File: config.mk
export PLATFORM = sky130hd
export DESIGN_NAME = fetch_unit_flat
export DESIGN_NICKNAME = d
export VERILOG_FILES = /design/src/rtl/fetch_unit_if.sv /design/src/rtl/fetch_unit.sv /design/src/flat_wrapper.sv
export SDC_FILE = /design/constraint.sdc
export NUM_CORES = 1
export LEC_CHECK = 0
export BUFFER_PORTS_ARGS = -buffer_cell sky130_fd_sc_hd__buf_2
export CAP_MARGIN = 20
export CELL_PAD_IN_SITES_DETAIL_PLACEMENT = 2
export CELL_PAD_IN_SITES_GLOBAL_PLACEMENT = 2
export CORE_MARGIN = 1
export CORE_UTILIZATION = 35
export DETAILED_ROUTE_END_ITERATION = 12
export PLACE_DENSITY_LB_ADDON = 0.1
export SLEW_MARGIN = 15
export SYNTH_ARGS = -nofsm -noshare
export SYNTH_HDL_FRONTEND = slang
export SYNTH_SLANG_ARGS = --single-unit
File: constraint.sdc
create_clock -name clk -period 3.8 [get_ports clk]
set_input_delay 0.76 -clock clk [delete_from_list [all_inputs] [get_ports clk]]
set_output_delay 0.76 -clock clk [all_outputs]
set_load 0.03 [all_outputs]
File: src/rtl/fetch_unit_if.sv
// Fetch-stage bus bundle: instruction-memory request/response plus the
// fetched-instruction handoff to decode. master = fetch unit side.
interface fetch_unit_if #(
  parameter int unsigned XLEN = 64,
  parameter int unsigned ILEN = 32
);
  logic            imem_req;
  logic [XLEN-1:0] imem_addr;
  logic            imem_ready;
  logic [ILEN-1:0] imem_rdata;

  logic            if_valid;
  logic            if_ready;
  logic [ILEN-1:0] if_instr;
  logic [XLEN-1:0] if_pc;

  modport master (
    output imem_req, imem_addr, if_valid, if_instr, if_pc,
    input  imem_ready, imem_rdata, if_ready
  );

  modport slave (
    input  imem_req, imem_addr, if_valid, if_instr, if_pc,
    output imem_ready, imem_rdata, if_ready
  );
endinterface

File: src/rtl/fetch_unit.sv
// Instruction-fetch stage: owns PC and NZVC flags, fetches one instruction at
// a time from a variable-latency memory and resolves B / B.cond / CBZ redirects.
module fetch_unit #(
  parameter logic [63:0] RESET_PC = 64'h0
) (
  input  logic         clk,
  input  logic         reset,
  fetch_unit_if.master bus,
  input  logic         flag_write,
  input  logic [3:0]   flags_in,
  output logic [3:0]   flags,
  input  logic         br_valid,
  input  logic [31:0]  br_instr,
  input  logic [63:0]  br_pc,
  input  logic         br_cbz_zero
);

  localparam int unsigned XLEN   = 64;
  localparam int unsigned ILEN   = 32;
  localparam int unsigned FLAG_W = 4;

  typedef enum logic [1:0] {IDLE, REQ, DROP, HOLD} state_t;

  state_t            state_q, state_d;
  logic [XLEN-1:0]   pc_q, pc_d;
  logic [XLEN-1:0]   req_addr_q, req_addr_d;
  logic              if_valid_q, if_valid_d;
  logic [ILEN-1:0]   if_instr_q, if_instr_d;
  logic [XLEN-1:0]   if_pc_q, if_pc_d;
  logic              imem_req_q, imem_req_d;
  logic [FLAG_W-1:0] flags_q;

  logic              cond_hit;
  logic              br_taken;
  logic [XLEN-1:0]   br_off;
  logic              redirect;
  logic [XLEN-1:0]   target;

  // Branch decode; B.cond sees the registered flags, never a same-cycle write.
  always_comb begin
    cond_hit = 1'b0;
    unique case (br_instr[3:0])
      4'h0:    cond_hit = flags_q[2];
      4'h1:    cond_hit = ~flags_q[2];
      4'hA:    cond_hit = (flags_q[3] == flags_q[1]);
      4'hB:    cond_hit = (flags_q[3] != flags_q[1]);
      4'hE:    cond_hit = 1'b1;
      default: cond_hit = 1'b0;
    endcase
  end

  always_comb begin
    br_taken = 1'b0;
    br_off   = '0;
    if (br_instr[31:26] == 6'b000101) begin
      br_taken = 1'b1;
      br_off   = {{(XLEN-28){br_instr[25]}}, br_instr[25:0], 2'b00};
    end else if (br_instr[31:24] == 8'h54) begin
      br_taken = cond_hit;
      br_off   = {{(XLEN-21){br_instr[23]}}, br_instr[23:5], 2'b00};
    end else if (br_instr[31:24] == 8'hB4) begin
      br_taken = br_cbz_zero;
      br_off   = {{(XLEN-21){br_instr[23]}}, br_instr[23:5], 2'b00};
    end
  end

  assign redirect = br_valid & br_taken;
  assign target   = br_pc + br_off;

  // Next-state logic; every entry into REQ latches the request address from pc_d.
  always_comb begin
    state_d    = state_q;
    pc_d       = pc_q;
    req_addr_d = req_addr_q;
    if_valid_d = if_valid_q;
    if_instr_d = if_instr_q;
    if_pc_d    = if_pc_q;

    unique case (state_q)
      IDLE: begin
        if (redirect) begin
          pc_d = target;
        end
        state_d    = REQ;
        req_addr_d = pc_d;
      end

      REQ: begin
        if (redirect) begin
          pc_d = target;
          if (bus.imem_ready) begin
            req_addr_d = target;
          end else begin
            state_d = DROP;
          end
        end else if (bus.imem_ready) begin
          if_instr_d = bus.imem_rdata;
          if_pc_d    = req_addr_q;
          if_valid_d = 1'b1;
          pc_d       = req_addr_q + XLEN'(4);
          state_d    = HOLD;
        end
      end

      DROP: begin
        if (redirect) begin
          pc_d = target;
        end
        if (bus.imem_ready) begin
          state_d    = REQ;
          req_addr_d = pc_d;
        end
      end

      HOLD: begin
        if (redirect) begin
          if_valid_d = 1'b0;
          pc_d       = target;
          state_d    = REQ;
          req_addr_d = target;
        end else if (bus.if_ready) begin
          if_valid_d = 1'b0;
          state_d    = REQ;
          req_addr_d = pc_q;
        end
      end

      default: state_d = IDLE;
    endcase

    imem_req_d = (state_d == REQ) || (state_d == DROP);
  end

  always_ff @(posedge clk or negedge reset) begin
    if (!reset) begin
      state_q    <= IDLE;
      pc_q       <= RESET_PC;
      req_addr_q <= '0;
      if_valid_q <= 1'b0;
      if_instr_q <= '0;
      if_pc_q    <= '0;
      imem_req_q <= 1'b0;
      flags_q    <= '0;
    end else begin
      state_q    <= state_d;
      pc_q       <= pc_d;
      req_addr_q <= req_addr_d;
      if_valid_q <= if_valid_d;
      if_instr_q <= if_instr_d;
      if_pc_q    <= if_pc_d;
      imem_req_q <= imem_req_d;
      if (flag_write) begin
        flags_q <= flags_in;
      end
    end
  end

  assign bus.imem_req  = imem_req_q;
  assign bus.imem_addr = req_addr_q;
  assign bus.if_valid  = if_valid_q;
  assign bus.if_instr  = if_instr_q;
  assign bus.if_pc     = if_pc_q;
  assign flags         = flags_q;

endmodule

File: src/flat_wrapper.sv
// flat-port wrapper written by rule: the top's interface ports become plain ports
module fetch_unit_flat 
#(
  parameter logic [63:0] RESET_PC = 64'h0
)
  (clk, reset, flag_write, flags_in, flags, br_valid, br_instr, br_pc, br_cbz_zero, bus_imem_req, bus_imem_addr, bus_if_valid, bus_if_instr, bus_if_pc, bus_imem_ready, bus_imem_rdata, bus_if_ready);
  fetch_unit_if bus_i ();
  input  logic clk;
  input  logic reset;
  input  logic flag_write;
  input  logic [3:0] flags_in;
  output logic [3:0] flags;
  input  logic br_valid;
  input  logic [31:0] br_instr;
  input  logic [63:0] br_pc;
  input  logic br_cbz_zero;
  output wire logic [$bits(bus_i.imem_req)-1:0] bus_imem_req;
  output wire logic [$bits(bus_i.imem_addr)-1:0] bus_imem_addr;
  output wire logic [$bits(bus_i.if_valid)-1:0] bus_if_valid;
  output wire logic [$bits(bus_i.if_instr)-1:0] bus_if_instr;
  output wire logic [$bits(bus_i.if_pc)-1:0] bus_if_pc;
  input wire logic [$bits(bus_i.imem_ready)-1:0] bus_imem_ready;
  input wire logic [$bits(bus_i.imem_rdata)-1:0] bus_imem_rdata;
  input wire logic [$bits(bus_i.if_ready)-1:0] bus_if_ready;
  assign bus_imem_req = bus_i.imem_req;
  assign bus_imem_addr = bus_i.imem_addr;
  assign bus_if_valid = bus_i.if_valid;
  assign bus_if_instr = bus_i.if_instr;
  assign bus_if_pc = bus_i.if_pc;
  assign bus_i.imem_ready = bus_imem_ready;
  assign bus_i.imem_rdata = bus_imem_rdata;
  assign bus_i.if_ready = bus_if_ready;
  fetch_unit #(.RESET_PC(RESET_PC)) u_core (.clk(clk), .reset(reset), .bus(bus_i), .flag_write(flag_write), .flags_in(flags_in), .flags(flags), .br_valid(br_valid), .br_instr(br_instr), .br_pc(br_pc), .br_cbz_zero(br_cbz_zero));
endmodule
==> flow_summary_export.csv, run 1 <==
group,metric,value,unit
outcome,status,"aborted with a tool error",
outcome,haltStage,"global routing",
outcome,tool.error,"[ERROR GRT-0232] Routing congestion too high. Check the congestion heatmap in the GUI.",
placement,place.gp.congestion,0.888,
yosys,synth_common_cells,"nand2_1 (517), dfrtp_1 (232), nor2_1 (138)",
yosys,syn_nets,2090,
placement,port_buffers,304,
floorplan,rows,75,
yosys,yosys.area.top_type,"dfrtp_1",
yosys,async_flop_share,1.00,
clock_tree,cts_root_buf,"clkbuf_16",
yosys,netlist_instances,1888,
floorplan,die_height,208,µm
yosys,synthTopCellsByArea,"dfrtp_1 (39%), nand2_1 (13%), ha_1 (5.2%)",
yosys,avgSynthCellArea,7.87,µm²
clock_tree,cts.sinks,232,
yosys,ys_types,74,
global_routing,globalRouteOverflowTotal,291,
yosys,synth_most_common_cell,"nand2_1",
yosys,synth-main-ff-cell,"dfrtp_1",
timing,worstEpCategory,"sequential cell input",
timing,worst_endpoint,"u_core.bus.imem_addr[57]$_DFFE_PN0P_/D",
yosys,ys_seq_area_frac,0.391,
yosys,synth_top_area_share,0.391,
yosys,synth_edf_count,0,
clock_tree,cts_max_path_buffers,3,
placement,hpwlAfterDp,51300,µm
yosys,synth-seq-cells,232,
floorplan,die_w,208,µm
global_routing,grt_antenna_before_repair,4,
clock_tree,cts_hold_buf,0,
global_routing,track_usage,0.827,
floorplan,initial_core_util,0.354,
global_routing,grt_max_degree,112,
yosys,synthesis.area,14900,µm²
floorplan,io_pins,305,
placement,placed_cell_area,19400,µm²
clock_tree,htreeDepth,1,
yosys,synth_warnings,0,
clock_tree,numCtsBuffers,28,
==> what timing repair did <==
item / CTS
endpoints found under the setup margin: 77
gates resized for setup: 203
cloned: 2
hold endpoints to repair: 0
buffers inserted: 41
pin swaps: 84
==> per-stage QoR <==
| stage | util | hold slack [ns] | setup slack, ns | TNS, ns | std cells |
|---|---|---|---|---|---|
| after floorplan | - | 0.464 | -0.527 | -18.35 | 1888 |
| after global placement | 0.463 | 0.452 | -0.902 | -47.69 | 2949 |
| after detailed placement | 0.463 | 0.459 | -1.14 | -77.20 | 2949 |
| after CTS | 0.517 | 0.298 | -0.208 | -2.70 | 3038 |
==> layer usage <==
metal,GRT overflow,GRT usage
met2,144,0.973
met5,2,0.368
met4,132,0.859
met3,9,0.686
met1,4,0.822
==> logic make-up after synthesis <==
family / synth area share
flops: 0.391
compound gates: 0.198
simple gates: 0.250
mux: 0.00640
fa+ha+maj: 0.0536
xor+xnor: 0.0654
buf+inv: 0.0357
==> run 2: changes to the inputs <==
Settings changed: CELL_PAD_IN_SITES_DETAIL_PLACEMENT 2 to default, CELL_PAD_IN_SITES_GLOBAL_PLACEMENT 2 to default, CORE_UTILIZATION 35 to 37, PLACE_DENSITY_LB_ADDON 0.1 to 0.15.
==> run 2 against run 1 <==
Net effect:
- the flow now finishes, with violations (DRC, setup timing)
- area after synthesis unchanged
- synthesized cell count unchanged
==> flow_summary_export.csv, run 2 <==
group,metric,value,unit
outcome,status,"finished with violations",
outcome,violations,"DRC, setup timing",
power_and_ir_drop,p_total,11.4,mW
routing,first_pass_iters,9,
timing,slew_headroom,0.437,
timing,report.final.slew_viol_count,0,
yosys,synth-main-ff-cell,"dfrtp_1",
placement,numPlacedInstances,2911,
power_and_ir_drop,peakVddDrop,341,µV
power_and_ir_drop,p_leak,10.5,nW
finish,final_core_utilization,0.543,
yosys,syn_nets,2090,
yosys,ys_seq_area_frac,0.391,
timing,hold_violations,0,
yosys,synth_compound_area_frac,0.198,
floorplan,die_height,202,µm
critical_path,worstSetupPathType,"in2reg",
placement,port_buffers,304,
power_and_ir_drop,p_int,6.50,mW
placement,hpwlAfterDp,39700,µm
power_and_ir_drop,power_per_cell_area,529,nW/µm²
yosys,synth_warnings,0,
critical_path,cp-start-kind,"input pin",
routing,drt-total-wl,53600,µm
floorplan,io_pins,305,
finish,final_cell_mix,"nand2_1 (506), buf_4 (313), buf_2 (302)",
power_and_ir_drop,seqPwrFrac,0.369,
clock_tree,numCtsBuffers,27,
critical_path,cp_max_fo,8,
finish,nets,2654,
clock_tree,cts_tree,"done",
floorplan,dieArea,41000,µm²
yosys,synth_top_area_share,0.391,
floorplan,core,39600,µm²
finish,mostFrequentLayoutCell,"nand2_1",
global_routing,track_usage,0.252,
timing,finClkSkew,0.0104,ns
yosys,yosys.area.top_type,"dfrtp_1",
routing,drt-vias-per-instance,5.24,
yosys,synthAdderAreaFrac,0.0536,
finish,instances_no_fill,2996,
floorplan,initial_core_util,0.375,
global_routing,grt_antenna_before_repair,2,
yosys,synth_edf_count,0,
yosys,synthSimpleGateAreaFrac,0.250,
global_routing,globalRouteOverflowTotal,0,
critical_path,endpoint_kind,"flop",
critical_path,reg2reg_slack,0.84,ns
finish,multi_input_area,9690,µm²
timing,finalSetupTns,-0.304,ns
timing,min_period,3.89,ns
routing,drc_errors,4,
clock_tree,htreeDepth,1,
finish,num-fill-cells,3731,
routing,drt_iter0_drc,1409,
routing,wl_per_cell,17.9,µm
clock_tree,clk_latency,0.54,ns
clock_tree,cts.sinks,232,
timing,finalWorstSetupSlack,-0.0879,ns
power_and_ir_drop,comb_power_share,0.392,
yosys,synthTopCellsByArea,"dfrtp_1 (39%), nand2_1 (13%), ha_1 (5.2%)",
global_routing,grt_pass1_vias,14843,
finish,area_delta_synth_final,44.8,%
global_routing,grt_max_degree,102,
clock_tree,cts_root_buf,"clkbuf_16",
placement,dpl_worst_slack,-0.806,ns
routing,via_count,15710,
timing,worst_pin_slew,0.844,ns
power_and_ir_drop,switching_share,0.428,
finish,drive_above_1_share,0.355,
yosys,post_synth_mux_area_share,0.00640,
flow_run,drv_cap,0,
yosys,synth_top_family_by_area,"simple AND/OR/NAND/NOR gates",
floorplan,rows,73,
yosys,synth-seq-cells,232,
hold_path,worstHoldPathType,"in2async",
floorplan,die_w,202,µm
finish,regArea,5810,µm²
clock_tree,cts_hold_buf,0,
timing,finalSetupViolCount,9,
critical_path,cp.required,4.28,ns
yosys,avgSynthCellArea,7.87,µm²
yosys,synthesis.area,14900,µm²
yosys,netlist_instances,1888,
timing,rsz0062_at_grt,"true",
timing,fmax,0.257,GHz
power_and_ir_drop,switchingPower,4.87,mW
yosys,synth_common_cells,"nand2_1 (517), dfrtp_1 (232), nor2_1 (138)",
critical_path,crit_arrival,4.36,ns
routing,ant_nets,0,
yosys,synth_most_common_cell,"nand2_1",
yosys,async_flop_share,1.00,
yosys,ys_types,74,
clock_tree,clkTransAtPathRegs,0.06,ns
placement,place.gp.congestion,0.915,
clock_tree,cts_max_path_buffers,3,
timing,min_period_over_period,1.02,
power_and_ir_drop,clockPowerShare,0.239,
yosys,synth_xor_area_frac,0.0654,
global_routing,grt_pass1_wl,82600,µm
[run 2: cell type report]
class,count,share of cell area
Multi-Input combinational cell,1522,0.451
Sequential cell,232,0.270
Timing Repair Buffer,652,0.203
Clock buffer,34,0.0345
Tap cell,525,0.0305
Clock inverter,13,0.00844
Inverter,17,0.00297
Antenna cell,1,0.000116
[run 2: final timing paths]
kind	startpoint	cells after the start	end
max reg2reg	u_core.bus.imem_addr[2]$_DFFE_PN0P_	10	u_core.pc_q[36]$_DFFE_PN0P_
max	br_instr[27]	20	u_core.bus.imem_addr[47]$_DFFE_PN0P_
max in group asynchronous	reset	2	u_core.bus.if_instr[2]$_DFFE_PN0P_
min	reset	1	u_core.bus.if_instr[23]$_DFFE_PN0P_
min reg2reg	u_core.bus.if_pc[48]$_DFFE_PN0P_	2	u_core.bus.if_pc[48]$_DFFE_PN0P_
min in group clk	bus_imem_rdata[19]	3	u_core.bus.if_instr[19]$_DFFE_PN0P_
[run 2: repair_timing]
| item | CTS | global route |
|---|---|---|
| buffers inserted | 25 | 20 |
| pin swaps | 36 | 80 |
| resized for setup | 58 | 167 |
| endpoints found under the setup margin | 43 | 71 |
| hold endpoints to repair | 0 | 0 |
[run 2: power groups by stage]
stage	Clock (mW)	Sequential, mW	Combinational, mW
floorplan	0	5.26	1.56
global placement	0	4.20	4.31
detailed placement	0	4.23	4.36
CTS	2.79	4.19	4.40
global route	2.88	4.32	4.85
finish	2.72	4.20	4.46
[run 2: routing by layer]
| layer | GRT usage | up-vias | wire length (µm) | share of wire |
|---|---|---|---|---|
| met4 | 0.0526 | 0 | 973 | 0.018 |
| li1 | - | 7696 | - | - |
| met1 | 0.383 | 7464 | 26500 | 0.49 |
| met3 | 0.0324 | 61 | 3070 | 0.057 |
| met5 | 0 | - | 0 | 0 |
| met2 | 0.380 | 489 | 23100 | 0.43 |
[run 2: logic make-up (layout without fill, tap and decap cells)]
family          count (synthesis)  after routing
simple gates                  861            861
compound gates                478            478
flops                         232            232
buf+inv                       134            716
xor+xnor                      111            111
fa+ha+maj                      63             63
mux                             9              9
other cells                     0              1
[run 2: metrics by stage]
step                      hold slack [ns]  instance area (µm²)
after floorplan                     0.464                15100
after global placement              0.451                19200
after detailed placement            0.457                19200
after CTS                           0.288                20600
after global routing                0.313                21500
final                               0.248                21500
[run 2: critical path, stage by stage]
cell and delay, ns:
buf_6 0.09, nand3b_1 0.19, buf_6 0.15, nor4_4 0.15, and3b_2 0.26, a21o_4 0.25, buf_6 0.14, ha_4 0.29
buf_6 0.10, buf_6 0.11, nand4_1 0.22, nor3_4 0.29, and3b_1 0.24, nand2_1 0.10, a21oi_4 0.17, a211oi_2 0.08
o31ai_2 0.33, xor2_2 0.23, nand2_1 0.09, a21oi_2 0.12
Note: power is estimated with default switching activity, not from simulation.
